**src/rtl/dm_arbiter_pkg.sv**
```systemverilog
// Shared state encodings, default arbitration limits and counter type for the DM arbiter.
package dm_arbiter_pkg;

  typedef enum logic [0:0] {
    CPU_PRI = 1'b0,
    ACC_PRI = 1'b1
  } arb_state_e;

  localparam int unsigned CNT_W          = 8;
  localparam int unsigned STARVE_MAX_DEF = 8;
  localparam int unsigned ACC_BURST_DEF  = 4;

  typedef logic [CNT_W-1:0] cnt_t;

endpackage

```
**src/rtl/dm_arbiter_sat_cnt.sv**
```systemverilog
// 8-bit synchronous clear/increment counter that holds at LIMIT; clear wins over increment.
module sat_cnt
  import dm_arbiter_pkg::*;
#(
  parameter cnt_t LIMIT = 8'd255
) (
  input  logic             clk,
  input  logic             rst_n,
  input  logic             clr,
  input  logic             inc,
  output logic [CNT_W-1:0] cnt
);

  cnt_t cnt_q, cnt_d;

  always_comb begin
    cnt_d = cnt_q;
    if (clr) begin
      cnt_d = '0;
    end else if (inc && (cnt_q != LIMIT)) begin
      cnt_d = cnt_q + cnt_t'(1);
    end
  end

  always_ff @(posedge clk) begin
    if (!rst_n) cnt_q <= '0;
    else        cnt_q <= cnt_d;
  end

  assign cnt = cnt_q;

endmodule

```
**src/rtl/dm_arbiter.sv**
```systemverilog
// Single-port data-memory arbiter: CPU DM stage wins by default, accelerator gets a bounded burst
// after STARVE_MAX blocked cycles. Zero-cycle grant; CPU is stalled only inside an ACC_PRI burst.
module dm_arbiter
  import dm_arbiter_pkg::*;
#(
  parameter int unsigned ADDR_W     = 16,
  parameter int unsigned DATA_W     = 32,
  parameter int unsigned STARVE_MAX = STARVE_MAX_DEF,
  parameter int unsigned ACC_BURST  = ACC_BURST_DEF
) (
  input  logic              clk,
  input  logic              rst_n,
  input  logic              cpu_re,
  input  logic              cpu_we,
  input  logic [ADDR_W-1:0] cpu_addr,
  input  logic [DATA_W-1:0] cpu_wdata,
  output logic [DATA_W-1:0] cpu_rdata,
  output logic              cpu_stall,
  input  logic              acc_req,
  input  logic              acc_we,
  input  logic [ADDR_W-1:0] acc_addr,
  input  logic [DATA_W-1:0] acc_wdata,
  output logic              acc_gnt,
  output logic              acc_rvalid,
  output logic [DATA_W-1:0] acc_rdata,
  output logic              mem_re,
  output logic              mem_we,
  output logic [ADDR_W-1:0] mem_addr,
  output logic [DATA_W-1:0] mem_wdata,
  input  logic [DATA_W-1:0] mem_rdata
);

  localparam cnt_t STARVE_M1 = cnt_t'(STARVE_MAX - 1);
  localparam cnt_t BURST_M1  = cnt_t'(ACC_BURST - 1);

  arb_state_e state_q, state_d;
  logic       acc_rvalid_q, acc_rvalid_d;
  logic       cpu_acc, use_acc;
  logic       starve_clr, starve_inc, burst_clr, burst_inc;
  cnt_t       starve_cnt, burst_cnt;

  assign cpu_acc = cpu_re | cpu_we;

  // Memory-port mux; everything is forced quiet while reset is held.
  always_comb begin
    use_acc   = 1'b0;
    acc_gnt   = 1'b0;
    cpu_stall = 1'b0;
    mem_re    = 1'b0;
    mem_we    = 1'b0;
    mem_addr  = cpu_addr;
    mem_wdata = cpu_wdata;
    if (rst_n) begin
      if ((state_q == ACC_PRI) && acc_req) begin
        use_acc   = 1'b1;
        cpu_stall = cpu_acc;
      end else if (cpu_acc) begin
        mem_re = cpu_re & ~cpu_we;
        mem_we = cpu_we;
      end else if (acc_req) begin
        use_acc = 1'b1;
      end
      if (use_acc) begin
        acc_gnt   = 1'b1;
        mem_re    = ~acc_we;
        mem_we    = acc_we;
        mem_addr  = acc_addr;
        mem_wdata = acc_wdata;
      end
    end
  end

  always_comb begin
    state_d      = state_q;
    starve_inc   = (state_q == CPU_PRI) & acc_req & ~acc_gnt;
    starve_clr   = acc_gnt | ~acc_req | (state_q == ACC_PRI);
    burst_clr    = (state_q == CPU_PRI);
    burst_inc    = (state_q == ACC_PRI) & acc_gnt;
    acc_rvalid_d = acc_gnt & ~acc_we;
    case (state_q)
      CPU_PRI: if (starve_inc && (starve_cnt == STARVE_M1)) state_d = ACC_PRI;
      ACC_PRI: if (!acc_req || (acc_gnt && (burst_cnt == BURST_M1))) state_d = CPU_PRI;
      default: state_d = CPU_PRI;
    endcase
  end

  always_ff @(posedge clk) begin
    if (!rst_n) begin
      state_q      <= CPU_PRI;
      acc_rvalid_q <= 1'b0;
    end else begin
      state_q      <= state_d;
      acc_rvalid_q <= acc_rvalid_d;
    end
  end

  sat_cnt #(.LIMIT(cnt_t'(STARVE_MAX))) u_starve_cnt (
    .clk   (clk),
    .rst_n (rst_n),
    .clr   (starve_clr),
    .inc   (starve_inc),
    .cnt   (starve_cnt)
  );

  sat_cnt #(.LIMIT(cnt_t'(ACC_BURST))) u_burst_cnt (
    .clk   (clk),
    .rst_n (rst_n),
    .clr   (burst_clr),
    .inc   (burst_inc),
    .cnt   (burst_cnt)
  );

  assign acc_rvalid = acc_rvalid_q;
  assign acc_rdata  = mem_rdata;
  assign cpu_rdata  = mem_rdata;

endmodule

```
**config.mk**
```make
export PLATFORM = sky130hd
export DESIGN_NAME = dm_arbiter
export DESIGN_NICKNAME = d
export VERILOG_FILES = /design/src/rtl/dm_arbiter_pkg.sv /design/src/rtl/dm_arbiter_sat_cnt.sv /design/src/rtl/dm_arbiter.sv
export SDC_FILE = /design/constraint.sdc
export NUM_CORES = 1
export LEC_CHECK = 0
export ABC_AREA = 0
export CORE_AREA = 2 2 97 99
export CTS_CLUSTER_DIAMETER = 150
export CTS_CLUSTER_SIZE = 25
export DETAILED_ROUTE_END_ITERATION = 6
export DIE_AREA = 0 0 99 101
export HOLD_SLACK_MARGIN = 0.15
export PLACE_DENSITY_LB_ADDON = 0.1
export SLEW_MARGIN = 10
export SYNTH_ARGS = -nofsm -noshare
export SYNTH_HDL_FRONTEND = slang
export SYNTH_SLANG_ARGS = --single-unit
```
**constraint.sdc**
```tcl
create_clock -name clk -period 3.35 [get_ports clk]
set_clock_uncertainty 0.1 [all_clocks]
set_input_delay 0.335 -clock clk [delete_from_list [all_inputs] [get_ports clk]]
set_output_delay 0.335 -clock clk [all_outputs]
set_load 0.005 [all_outputs]
```
==> out/results.tsv <==
metric	value	unit
Yosys top cell by area	mux2_4	
Avg Cell Area, Syn	9.759	um^2
cts bufs inserted	3	
Post-synth ARST share	0	%
WS Path Type	in2out	
DRC violations left	0	
Net Sw Frac	22.18	%
boundary pin count	251	
leading cell type by number of instances after synthesis	buf_4	
final WL	7967	um
routed len/inst	18.27	um
syn_nets	373	
pin count of the biggest net entering global routing	21	
initial core utilization	25.55	%
Min Clock Period, post-route	2.833	ns
drt via density	4.532	
crit-path cells	clkdlybuf4s50_1 -> o21ba_1 -> nand3b_4 -> buf_4 -> mux2_4 -> clkdlybuf4s50_1	
Max VDD drop	85.97	uV
Combinational Power Share	43.3	%
ant diodes	0	
H-Tree Depth	1	
post-synth top area share	31.42	%
mapped cell area	2293	um^2
Synth Area in Compound Gates	9.765	%
top area cells in the synthesized netlist	mux2_4 (31%), buf_4 (22%), dfxtp_1 (16%), buf_6 (2.9%), ha_1 (2.2%)	
clock transition at the registers of the reported paths	0.07	ns
# clock sinks	18	
unrepaired setup endpoints after global routing	false	
final hold viol count	0	
first-pass GRT wire length	11070	um
Max-cap violations	0	
Post-Synth Simple-Gate Area	13.64	%
port buffer count	154	
CP arrival	2.40	ns
Fin Setup TNS	0	ns
Tcrit/Tclk final	84.57	%
initial antenna violation count	0	
crit path launch type	input port	
switching power	156.8	uW
cell count after synthesis	235	
CTS tree	built	
setup violators final	0	
proportion of synthesized area in mux cells	32.30	%
die width	99	um
Critical Path RT	2.91	ns
R2R Setup Slk	1.77	ns
clk_lat worst skew	0.25	ns
Commonest cells post-synth	buf_4 (66), mux2_4 (48), dfxtp_1 (18)	
Max Slew Vio Count	0	
critical path's slowest cell	clkdlybuf4s50_1	
Die Height	101	um
synth unique cells	43	
clock share of power	25.8	%
reg2reg path depth	3	
core footprint	8977	um^2
Final ANT Viol Nets	0	
Post-Synth Adder-Cell Area	2.182	%
First-pass DRT Iterations	4	
sequential share of power	30.8	%
postcts setup bufs	0	
Layout area overhead	52.43	%
largest family of logic cells by synthesized area	multiplexers	
crit end category	output pin	
LEAKAGE	0.001441	uW
Yosys reg bits	18	
Worst Hold Path Cells	2	
share of cells above drive strength 1	18.77	%
XOR/XNOR share of the synthesized area	0.3819	%
worst slew pin tran	0.6027	ns
relative slew slack	59.45	%
HPWL Detailed	6533	um
gr ovfl total	0	
FILL cells	903	
fin nets	464	
CTS Buffer Depth	2	
initial drt markers	62	
CTS Hold Buffers Added	0	
Int Power	550.0	uW
f_max	353.0	MHz
via count	1976	
dominant synthesized flop cell	dfxtp_1	
register area share after synthesis	15.71	%
GRT Total Usage	14.29	%
crit path max fanout	20	
worst min path class	reg2reg	
Pwr Density	202.2	nW/um^2
Ys Warns	0	
most used cell, CP	clkdlybuf4s50_1	
row count	35	
crit-path max cell delay	0.55	ns
outcome	finished, final reports clean	
clk root buf	clkbuf_8	
vias in the first global route	1895	
Post-CTS Resized	0	
EDFF count, synth	0	
die area	9999	um^2
Placer Congestion	0.7920	
Fin Hold WS	0.3822	ns
==> state kept, by name, summed over array words and instances (netlist names) <==
signal / cells
u_starve_cnt.cnt: 8
acc_rvalid: 1
state_q: 1
u_burst_cnt.cnt: 8
==> per-layer routing <==
| metal | part of all wire [%] | vias to the layer above | track usage, % |
|---|---|---|---|
| li1 | - | 953 | - |
| met1 | 42 | 875 | 18.69 |
| met2 | 44 | 142 | 21.31 |
| met3 | 13 | 6 | 6.727 |
| met4 | 1.0 | 0 | 3.372 |
| met5 | 0 | - | 0 |
==> layout by cell type, fill, tap and decap left out, types with 2 or more instances in the layout <==
| cell | count |
|---|---|
| a21oi_1 | 9 |
| a31oi_1 | 2 |
| buf_4 | 4 |
| clkbuf_8 | 4 |
| clkdlybuf4s50_1 | 154 |
| dfxtp_1 | 18 |
| ha_1 | 4 |
| inv_1 | 9 |
| mux2_4 | 48 |
| mux2i_1 | 2 |
| nand2_1 | 9 |
| nand2b_1 | 4 |
| nand3_1 | 6 |
| nand3b_1 | 3 |
| nand4_1 | 2 |
| nor2_1 | 4 |
| nor2b_1 | 3 |
| nor3_1 | 4 |
| o21ai_0 | 3 |
| o311ai_0 | 3 |
| o31ai_1 | 2 |
| o41ai_1 | 3 |
| or3_1 | 3 |
| or4_1 | 2 |
==> power groups by stage <==
stage | logic (uW) | clock network [uW] | registers (uW)
6_report | 306 | 183 | 218
5_1_grt | 324 | 199 | 218
4_1_cts | 311 | 186 | 218
3_5_place_dp | 308 | 0 | 223
3_3_place_gp | 308 | 0 | 223
2_1_floorplan | 159 | 0 | 222
==> logic make-up after synthesis <==
| logic type | count (synthesis) |
|---|---|
| buffers and inverters | 81 |
| muxes | 50 |
| and+or+nand+nor | 49 |
| AOI/OAI and AO/OA | 32 |
| DFF | 18 |
| adders and majority gates | 4 |
| xor gates and xnor gates | 1 |
==> final cells by class <==
class | count | area [um^2] | share of cell area (%)
sequential | 18 | 360.3 | 10.31
inverter | 9 | 33.78 | 0.9664
multi-input combinational | 136 | 1336 | 38.22
clock buffer | 4 | 55.05 | 1.575
tap | 111 | 138.9 | 3.973
timing repair buffer | 158 | 1572 | 44.95
==> critical path: cells and delay by family <==
kind	cells	cell delay (ns)
and+or+nand+nor	1	0.15
muxes	1	0.33
AOI/OAI and AO/OA	1	0.18
buffers and inverters	3	1.40
==> path summary, 6_finish.rpt <==
| kind | startpoint | to |
|---|---|---|
| worst max-delay path | cpu_re | mem_addr[5] |
| worst min-delay path | u_burst_cnt.cnt[7]$_SDFFE_PN0P_ | u_burst_cnt.cnt[7]$_SDFFE_PN0P_ |
| worst max register to register | state_q$_SDFF_PN0_ | u_burst_cnt.cnt[7]$_SDFFE_PN0P_ |
| worst min register to register | u_burst_cnt.cnt[7]$_SDFFE_PN0P_ | u_burst_cnt.cnt[7]$_SDFFE_PN0P_ |
==> metrics by stage <==
stage,util [%],worst slack (ns),std cells,area [um^2],power (uW)
3_3_place_gp,38.33,0.5169,432,3441,531.3
2_1_floorplan,-,1.625,235,2293,381.6
3_5_place_dp,38.33,0.5046,432,3441,530.9
6_report,38.94,0.5170,436,3496,706.7
4_1_cts,38.94,0.4964,436,3496,714.1
5_1_grt,38.94,0.4090,436,3496,742.0
No activity file was read; power rests on OpenSTA's default activity.
